--- src/rtl/alu_station_if.sv ---
// Opcode encodings shared by the ALU reservation station and its users,
// plus the bundled port interface of the station.
//
// alu_station_if groups the decoder issue port, the CDB wakeup input, the
// CDB output with its arbiter grant, and the occupancy count.
//   master : decoder / CDB side (drives issue, wakeup and grant)
//   slave  : the station itself
package alu_station_pkg;
  localparam logic [3:0] OP_NOP   = 4'd0;
  localparam logic [3:0] OP_ADD   = 4'd1;
  localparam logic [3:0] OP_SUB   = 4'd2;
  localparam logic [3:0] OP_SLT   = 4'd3;
  localparam logic [3:0] OP_SLTU  = 4'd4;
  localparam logic [3:0] OP_XOR   = 4'd5;
  localparam logic [3:0] OP_OR    = 4'd6;
  localparam logic [3:0] OP_AND   = 4'd7;
  localparam logic [3:0] OP_SLL   = 4'd8;
  localparam logic [3:0] OP_SRL   = 4'd9;
  localparam logic [3:0] OP_SRA   = 4'd10;
  localparam logic [3:0] OP_AUIPC = 4'd11;
  localparam logic [3:0] OP_JAL   = 4'd12;
  localparam logic [3:0] OP_JALR  = 4'd13;
endpackage

interface alu_station_if #(
  parameter int DEPTH  = 4,
  parameter int DATA_W = 32,
  parameter int LOCK_W = 5,
  parameter int OP_W   = 4
);
  localparam int CNT_W = $clog2(DEPTH) + 1;

  logic              issue_valid;
  logic [OP_W-1:0]   issue_op;
  logic [LOCK_W-1:0] issue_rd_lock;
  logic [LOCK_W-1:0] issue_lock1;
  logic [LOCK_W-1:0] issue_lock2;
  logic [DATA_W-1:0] issue_data1;
  logic [DATA_W-1:0] issue_data2;
  logic              issue_ready;
  logic [LOCK_W-1:0] cdb_in_index;
  logic [DATA_W-1:0] cdb_in_result;
  logic              grnt;
  logic              cdb_out_valid;
  logic [LOCK_W-1:0] cdb_out_index;
  logic [DATA_W-1:0] cdb_out_result;
  logic [CNT_W-1:0]  occupancy;

  modport master (
    output issue_valid, issue_op, issue_rd_lock, issue_lock1, issue_lock2,
           issue_data1, issue_data2, cdb_in_index, cdb_in_result, grnt,
    input  issue_ready, cdb_out_valid, cdb_out_index, cdb_out_result, occupancy
  );

  modport slave (
    input  issue_valid, issue_op, issue_rd_lock, issue_lock1, issue_lock2,
           issue_data1, issue_data2, cdb_in_index, cdb_in_result, grnt,
    output issue_ready, cdb_out_valid, cdb_out_index, cdb_out_result, occupancy
  );
endinterface

--- src/rtl/alu_station.sv ---
// ALU reservation station: holds up to DEPTH issued operations until both
// source operands are available (captured directly or snooped from the CDB),
// then dispatches the oldest ready one through the ALU into a registered
// CDB output stage that holds until granted.
//
// Ports:
//   clk   : clock, all state changes on the rising edge
//   rst   : synchronous active-high reset (dominates flush and issue)
//   flush : synchronous clear of all entries and the output stage
//   bus   : alu_station_if.slave (issue, CDB in, CDB out + grnt, occupancy)
module alu_station
  import alu_station_pkg::*;
#(
  parameter int DEPTH  = 4,
  parameter int DATA_W = 32,
  parameter int LOCK_W = 5,
  parameter int OP_W   = 4
) (
  input  logic          clk,
  input  logic          rst,
  input  logic          flush,
  alu_station_if.slave  bus
);
  localparam int IDX_W = $clog2(DEPTH);
  localparam int CNT_W = IDX_W + 1;
  localparam int SH_W  = $clog2(DATA_W);

  // Entry storage
  logic [DEPTH-1:0]  valid_q, valid_d;
  logic [OP_W-1:0]   op_q    [DEPTH];
  logic [OP_W-1:0]   op_d    [DEPTH];
  logic [LOCK_W-1:0] rd_q    [DEPTH];
  logic [LOCK_W-1:0] rd_d    [DEPTH];
  logic [LOCK_W-1:0] lock1_q [DEPTH];
  logic [LOCK_W-1:0] lock1_d [DEPTH];
  logic [LOCK_W-1:0] lock2_q [DEPTH];
  logic [LOCK_W-1:0] lock2_d [DEPTH];
  logic [DATA_W-1:0] data1_q [DEPTH];
  logic [DATA_W-1:0] data1_d [DEPTH];
  logic [DATA_W-1:0] data2_q [DEPTH];
  logic [DATA_W-1:0] data2_d [DEPTH];
  // older_q[i][j] = 1 when entry i was issued before entry j
  logic [DEPTH-1:0]  older_q [DEPTH];
  logic [DEPTH-1:0]  older_d [DEPTH];

  // Output stage
  logic              out_valid_q, out_valid_d;
  logic [LOCK_W-1:0] out_index_q, out_index_d;
  logic [DATA_W-1:0] out_result_q, out_result_d;

  logic [CNT_W-1:0]  occ;
  logic [DEPTH-1:0]  rdy_vec;
  logic [DEPTH-1:0]  sel_oh;
  logic              blocked;
  logic [IDX_W-1:0]  sel_idx;
  logic [IDX_W-1:0]  free_idx;
  logic              any_rdy;
  logic              out_free;
  logic              dispatch;
  logic              issue_acc;
  logic              store;

  function automatic logic [DATA_W-1:0] alu_calc(
    input logic [OP_W-1:0]   op,
    input logic [DATA_W-1:0] a,
    input logic [DATA_W-1:0] b
  );
    logic signed [DATA_W-1:0] sa;
    logic signed [DATA_W-1:0] sb;
    logic [SH_W-1:0]          sh;
    logic [DATA_W-1:0]        sum;
    logic [DATA_W-1:0]        r;
    sa  = a;
    sb  = b;
    sh  = b[SH_W-1:0];
    sum = a + b;
    case (op)
      OP_ADD:   r = sum;
      OP_SUB:   r = a - b;
      OP_SLT:   r = {{(DATA_W-1){1'b0}}, (sa < sb)};
      OP_SLTU:  r = {{(DATA_W-1){1'b0}}, (a < b)};
      OP_XOR:   r = a ^ b;
      OP_OR:    r = a | b;
      OP_AND:   r = a & b;
      OP_SLL:   r = a << sh;
      OP_SRL:   r = a >> sh;
      OP_SRA:   r = sa >>> sh;
      OP_AUIPC: r = sum;
      OP_JAL:   r = sum;
      OP_JALR:  r = {sum[DATA_W-1:1], 1'b0};
      default:  r = '0;
    endcase
    return r;
  endfunction

  // Selection: ready vector, oldest-ready pick and first free slot, all
  // from registered state so a wakeup only becomes selectable next cycle.
  always_comb begin
    occ      = '0;
    rdy_vec  = '0;
    sel_oh   = '0;
    blocked  = 1'b0;
    sel_idx  = '0;
    free_idx = '0;
    for (int i = 0; i < DEPTH; i++) begin
      occ        = occ + CNT_W'(valid_q[i]);
      rdy_vec[i] = valid_q[i] && (lock1_q[i] == '0) && (lock2_q[i] == '0);
    end
    for (int i = 0; i < DEPTH; i++) begin
      blocked = 1'b0;
      for (int j = 0; j < DEPTH; j++) begin
        if (rdy_vec[j] && older_q[j][i]) blocked = 1'b1;
      end
      sel_oh[i] = rdy_vec[i] && !blocked;
    end
    for (int i = 0; i < DEPTH; i++) begin
      if (sel_oh[i]) sel_idx = IDX_W'(i);
    end
    for (int i = DEPTH - 1; i >= 0; i--) begin
      if (!valid_q[i]) free_idx = IDX_W'(i);
    end
  end

  assign any_rdy   = |rdy_vec;
  assign out_free  = !out_valid_q || bus.grnt;
  assign dispatch  = out_free && any_rdy && !flush;
  assign issue_acc = bus.issue_valid && bus.issue_ready && !flush;
  assign store     = issue_acc && (bus.issue_op != OP_W'(OP_NOP));

  // Next state: dispatch, wakeup, issue (with same-edge bypass), flush
  always_comb begin
    valid_d      = valid_q;
    op_d         = op_q;
    rd_d         = rd_q;
    lock1_d      = lock1_q;
    lock2_d      = lock2_q;
    data1_d      = data1_q;
    data2_d      = data2_q;
    older_d      = older_q;
    out_valid_d  = out_valid_q;
    out_index_d  = out_index_q;
    out_result_d = out_result_q;

    if (dispatch) begin
      valid_d[sel_idx] = 1'b0;
      out_valid_d      = 1'b1;
      out_index_d      = rd_q[sel_idx];
      out_result_d     = alu_calc(op_q[sel_idx], data1_q[sel_idx], data2_q[sel_idx]);
    end else if (out_free) begin
      out_valid_d = 1'b0;
    end

    if (bus.cdb_in_index != '0) begin
      for (int i = 0; i < DEPTH; i++) begin
        if (valid_q[i] && lock1_q[i] == bus.cdb_in_index) begin
          lock1_d[i] = '0;
          data1_d[i] = bus.cdb_in_result;
        end
        if (valid_q[i] && lock2_q[i] == bus.cdb_in_index) begin
          lock2_d[i] = '0;
          data2_d[i] = bus.cdb_in_result;
        end
      end
    end

    if (store) begin
      valid_d[free_idx] = 1'b1;
      op_d[free_idx]    = bus.issue_op;
      rd_d[free_idx]    = bus.issue_rd_lock;
      if (bus.cdb_in_index != '0 && bus.issue_lock1 == bus.cdb_in_index) begin
        lock1_d[free_idx] = '0;
        data1_d[free_idx] = bus.cdb_in_result;
      end else begin
        lock1_d[free_idx] = bus.issue_lock1;
        data1_d[free_idx] = bus.issue_data1;
      end
      if (bus.cdb_in_index != '0 && bus.issue_lock2 == bus.cdb_in_index) begin
        lock2_d[free_idx] = '0;
        data2_d[free_idx] = bus.cdb_in_result;
      end else begin
        lock2_d[free_idx] = bus.issue_lock2;
        data2_d[free_idx] = bus.issue_data2;
      end
      // New entry is youngest: every currently valid entry is older than it.
      // Bits left behind by entries dispatched this edge are harmless since
      // selection masks them with valid.
      older_d[free_idx] = '0;
      for (int j = 0; j < DEPTH; j++) begin
        older_d[j][free_idx] = valid_q[j];
      end
    end

    if (flush) begin
      valid_d     = '0;
      out_valid_d = 1'b0;
    end
  end

  // Control state and output stage
  always_ff @(posedge clk) begin
    if (rst) begin
      valid_q      <= '0;
      out_valid_q  <= 1'b0;
      out_index_q  <= '0;
      out_result_q <= '0;
    end else begin
      valid_q      <= valid_d;
      out_valid_q  <= out_valid_d;
      out_index_q  <= out_index_d;
      out_result_q <= out_result_d;
    end
  end

  // Entry payload, qualified by valid_q
  always_ff @(posedge clk) begin
    op_q    <= op_d;
    rd_q    <= rd_d;
    lock1_q <= lock1_d;
    lock2_q <= lock2_d;
    data1_q <= data1_d;
    data2_q <= data2_d;
    older_q <= older_d;
  end

  assign bus.issue_ready    = (occ != CNT_W'(DEPTH));
  assign bus.occupancy      = occ;
  assign bus.cdb_out_valid  = out_valid_q;
  assign bus.cdb_out_index  = out_index_q;
  assign bus.cdb_out_result = out_result_q;

endmodule

--- src/flat_wrapper.sv ---
// flat-port wrapper written by rule: the top's interface ports become plain ports
module alu_station_flat import alu_station_pkg::*;
#(
  parameter int DEPTH  = 4,
  parameter int DATA_W = 32,
  parameter int LOCK_W = 5,
  parameter int OP_W   = 4
)
  (clk, rst, flush, bus_issue_valid, bus_issue_op, bus_issue_rd_lock, bus_issue_lock1, bus_issue_lock2, bus_issue_data1, bus_issue_data2, bus_cdb_in_index, bus_cdb_in_result, bus_grnt, bus_issue_ready, bus_cdb_out_valid, bus_cdb_out_index, bus_cdb_out_result, bus_occupancy);
  alu_station_if #(.DEPTH(DEPTH), .DATA_W(DATA_W), .LOCK_W(LOCK_W), .OP_W(OP_W)) bus_i ();
  input  logic clk;
  input  logic rst;
  input  logic flush;
  input wire logic [$bits(bus_i.issue_valid)-1:0] bus_issue_valid;
  input wire logic [$bits(bus_i.issue_op)-1:0] bus_issue_op;
  input wire logic [$bits(bus_i.issue_rd_lock)-1:0] bus_issue_rd_lock;
  input wire logic [$bits(bus_i.issue_lock1)-1:0] bus_issue_lock1;
  input wire logic [$bits(bus_i.issue_lock2)-1:0] bus_issue_lock2;
  input wire logic [$bits(bus_i.issue_data1)-1:0] bus_issue_data1;
  input wire logic [$bits(bus_i.issue_data2)-1:0] bus_issue_data2;
  input wire logic [$bits(bus_i.cdb_in_index)-1:0] bus_cdb_in_index;
  input wire logic [$bits(bus_i.cdb_in_result)-1:0] bus_cdb_in_result;
  input wire logic [$bits(bus_i.grnt)-1:0] bus_grnt;
  output wire logic [$bits(bus_i.issue_ready)-1:0] bus_issue_ready;
  output wire logic [$bits(bus_i.cdb_out_valid)-1:0] bus_cdb_out_valid;
  output wire logic [$bits(bus_i.cdb_out_index)-1:0] bus_cdb_out_index;
  output wire logic [$bits(bus_i.cdb_out_result)-1:0] bus_cdb_out_result;
  output wire logic [$bits(bus_i.occupancy)-1:0] bus_occupancy;
  assign bus_i.issue_valid = bus_issue_valid;
  assign bus_i.issue_op = bus_issue_op;
  assign bus_i.issue_rd_lock = bus_issue_rd_lock;
  assign bus_i.issue_lock1 = bus_issue_lock1;
  assign bus_i.issue_lock2 = bus_issue_lock2;
  assign bus_i.issue_data1 = bus_issue_data1;
  assign bus_i.issue_data2 = bus_issue_data2;
  assign bus_i.cdb_in_index = bus_cdb_in_index;
  assign bus_i.cdb_in_result = bus_cdb_in_result;
  assign bus_i.grnt = bus_grnt;
  assign bus_issue_ready = bus_i.issue_ready;
  assign bus_cdb_out_valid = bus_i.cdb_out_valid;
  assign bus_cdb_out_index = bus_i.cdb_out_index;
  assign bus_cdb_out_result = bus_i.cdb_out_result;
  assign bus_occupancy = bus_i.occupancy;
  alu_station #(.DEPTH(DEPTH), .DATA_W(DATA_W), .LOCK_W(LOCK_W), .OP_W(OP_W)) u_core (.clk(clk), .rst(rst), .flush(flush), .bus(bus_i));
endmodule
--- config.mk ---
export PLATFORM = sky130hd
export DESIGN_NAME = alu_station_flat
export DESIGN_NICKNAME = d
export VERILOG_FILES = /design/src/rtl/alu_station_if.sv /design/src/rtl/alu_station.sv /design/src/flat_wrapper.sv
export SDC_FILE = /design/constraint.sdc
export NUM_CORES = 2
export LEC_CHECK = 0
export CAP_MARGIN = 20
export CORE_MARGIN = 5
export CORE_UTILIZATION = 30
export DETAILED_ROUTE_END_ITERATION = 16
export GPL_TIMING_DRIVEN = 0
export PLACE_DENSITY = 0.45
export SLEW_MARGIN = 20
export SYNTH_ARGS = -nofsm -noshare
export SYNTH_HDL_FRONTEND = slang
export SYNTH_SLANG_ARGS = --single-unit
export TNS_END_PERCENT = 20
--- constraint.sdc ---
create_clock -name clk -period 5.3 [get_ports clk]
set_clock_uncertainty 0.05 [all_clocks]
set_input_delay 1.325 -clock clk [delete_from_list [all_inputs] [get_ports clk]]
set_output_delay 1.325 -clock clk [all_outputs]
set_load 0.01 [all_outputs]
==> flow_metrics.tcl <==
set metrics [dict create \
    crit_top_cell "buf_12" \
    crit_slowest_cell "or4_4" \
    p_per_area_nw_per_um2 348 \
    min_path_type "flop to flop" \
    cts_root_buf "clkbuf_16" \
    grt_max_degree 26 \
    grt_overflow 0 \
    fin_crit_sh_pct 112 \
    synth_top_flop_cell "dfxtp_1" \
    yosysMostFrequentCell "nor2_1" \
    grt_pass1_wl_um 201000 \
    place.gp.congestion 1.05 \
    min_period_ps 5930 \
    die_area_um2 91900 \
    yosysTopAreaCellShare_pct 26.2 \
    n_fill_cell 8950 \
    synth_area_leader_cell "dfxtp_1" \
    critPathCaptureType "flop" \
    synth.ff_latch_count 386 \
    status "complete, but fails checks" \
    postSynth.asyncResetShare_pct 0 \
    slew_headroom_pct 25.5 \
    drc 0 \
    drt-vias-per-instance 5.98 \
    cp_max_fo 10 \
    num_io_pins 167 \
    hold_slack_ps 442 \
    portBuffers 134 \
    crit_required_ps 5750 \
    instances_no_fill 4798 \
    numCtsBuffers 47 \
    yosys_warnings 0 \
    ys_seq_area_share_pct 31.8 \
    drive_above_1_share_pct 16.1 \
    yosys-top-cells-area "dfxtp_1 (26%), nor2_1 (9.6%), o22ai_1 (9.3%)" \
    drtIter0Drc 2964 \
    violations "negative setup slack" \
    drt_pre_antenna_iters 6 \
    cts_tree "yes" \
    htreeDepth 2 \
    die_height_um 303 \
    path_class "flop to flop" \
    finalHoldViolations 0 \
    core_um2 85300 \
    areaGrowthSynthToFinish_pct 29.4 \
    grt_pass1_vias 27343 \
    globalRouteTotalUtil_pct 29.6 \
    synthTopCellsByCount "nor2_1 (662), o22ai_1 (383), dfxtp_1 (338)" \
    power.leakage_nw 12.9 \
    row_count 107 \
    ant_nets 0 \
    routedWlPerCell_um 29.5 \
    start_kind "flop" \
    netlist_area_um2 25800 \
    vdd_drop_max_v 0.000263 \
    power_w 0.0116 \
    die_width_um 303 \
    final_max_slew_viol_count 0 \
    cts.clk_slew.worst_paths_ps 60 \
    dp.cells 4612 \
    max_freq_mhz 169 \
    synthCells 3330 \
    nets 3842 \
    synth_cell_types 98 \
    synth.net_count 3557 \
    cp.arrival_ps 6380 \
    dp_slack_ps -3550 \
    start_util_pct 30.2 \
    cts_sinks 386 \
    syn_avg_cell_area_um2 7.74 \
    rsz0062_at_grt "yes" \
    cts_buffer_depth 3 \
    clock_latency_ps 620 \
    synth_edf_count 48 \
    vias 28699 \
    maxCapViolations 0 \
    worst_slew_pin_slew_ps 1110 \
    place_hpwl_um 108000 \
    setup_ws_ps -631 \
    setup_viol 26 \
    slowest_delay_ps 550 \
    grt_antenna_before_repair 4 \
    wl_um 142000 \
]
==> registers in the layout, summed over array words and instances, names as in the netlist, 4 cells and up, named ones only <==
signal / cells
u_core.lock1_q: 20
u_core.older_q: 9
u_core.valid_q: 4
u_core.rd_q: 20
u_core.bus.cdb_out_result: 32
u_core.bus.cdb_out_index: 5
u_core.op_q: 16
u_core.data1_q: 128
u_core.data2_q: 128
u_core.lock2_q: 20
==> power by group <==
group / internal, W / switching (W)
registers: 0.00325 / 0.000213
clock network: 0.00181 / 0.00140
logic: 0.00185 / 0.00312
==> cell type report <==
class / count / area [um2] / share of cell area, %
diodes: 6 / 15.0 / 0.0450
well taps: 1144 / 1430 / 4.29
plain buffers: 272 / 1560 / 4.68
clock inverters: 12 / 131 / 0.394
repair buffers: 255 / 2380 / 7.12
inverters: 103 / 417 / 1.25
multi-input cells: 2550 / 17900 / 53.5
flip-flops and latches: 386 / 8240 / 24.7
clock buffers: 70 / 1340 / 4.03
==> metrics by stage <==
stage               utilization [%]  area, um2  TNS, ps
finish                         39.1      33400    -7700
global route                   39.1      33400   -10940
CTS                            38.0      32400    -8300
detailed placement             33.8      28800  -120010
global placement               33.6      28700  -110440
floorplan                         -      25900     -159
==> per-layer routing <==
layer / part of all wire [%] / global-route usage, % / vias to the layer above
li1: - / - / 12854
met4: 5.0 / 13.0 / 0
met1: 42 / 39.6 / 14060
met2: 46 / 47.6 / 1466
met3: 7.2 / 4.19 / 319
met5: 0 / 0 / -
==> logic make-up after synthesis <==
| family | share of synthesized area [%] |
|---|---|
| AOI/OAI and AO/OA | 27.0 |
| xor gates and xnor gates | 2.04 |
| adders and majority gates | 5.04 |
| buffers and inverters | 6.42 |
| DFF | 31.8 |
| muxes | 6.78 |
| and+or+nand+nor | 20.9 |
==> layout by cell type (no fill, tap or decap), drive strengths merged, types with 14 or more instances in the layout <==
cell,Yosys,routed
nor2,663,663
o22ai,384,384
dfxtp,338,338
clkbuf,202,250
nand2,219,219
buf,89,212
mux2i,159,159
a21oi,140,140
clkdlybuf4s50,0,134
o21ai,117,117
inv,103,102
ha,99,99
nor3,78,78
a221oi,72,72
nand3,51,51
edfxtp,48,48
o2bb2ai,42,42
nand3b,41,41
nor4,36,36
xnor2,34,34
o211ai,28,28
a211oi,28,28
xor2,26,26
a21o,21,21
nand4,19,19
nor2b,18,18
o221ai,17,17
o2111ai,15,15
mux2,14,14
==> worst paths after layout <==
path	from	end	slack, ps	depth (start not counted)
setup / recovery	u_core.lock1_q[14]	u_core.bus.cdb_out_result[22]	-630	25
hold / removal	u_core.data1_q[61]	u_core.data1_q[61]	440	2
setup reg to reg	u_core.lock1_q[14]	u_core.bus.cdb_out_result[22]	-630	25
hold reg to reg	u_core.data1_q[61]	u_core.data1_q[61]	440	2
==> timing repair <==
item / CTS / global route
endpoints found under the hold margin: 0 / 0
pin swaps: 60 / 81
endpoints found under the setup margin: 34 / 68
buffers inserted: 73 / 43
hold buffers: 0 / 0
cloned: 1 / 1
resized for setup: 316 / 161
==> worst max-delay path, delay by kind of cell, from the launching register on <==
kind,cells,cell delay [ps]
simple gates,7,1870
compound gates,10,2210
buf+inv,7,1040
fa+ha+maj,1,250
flops,1,360
Power figures use the tool's default switching activity.
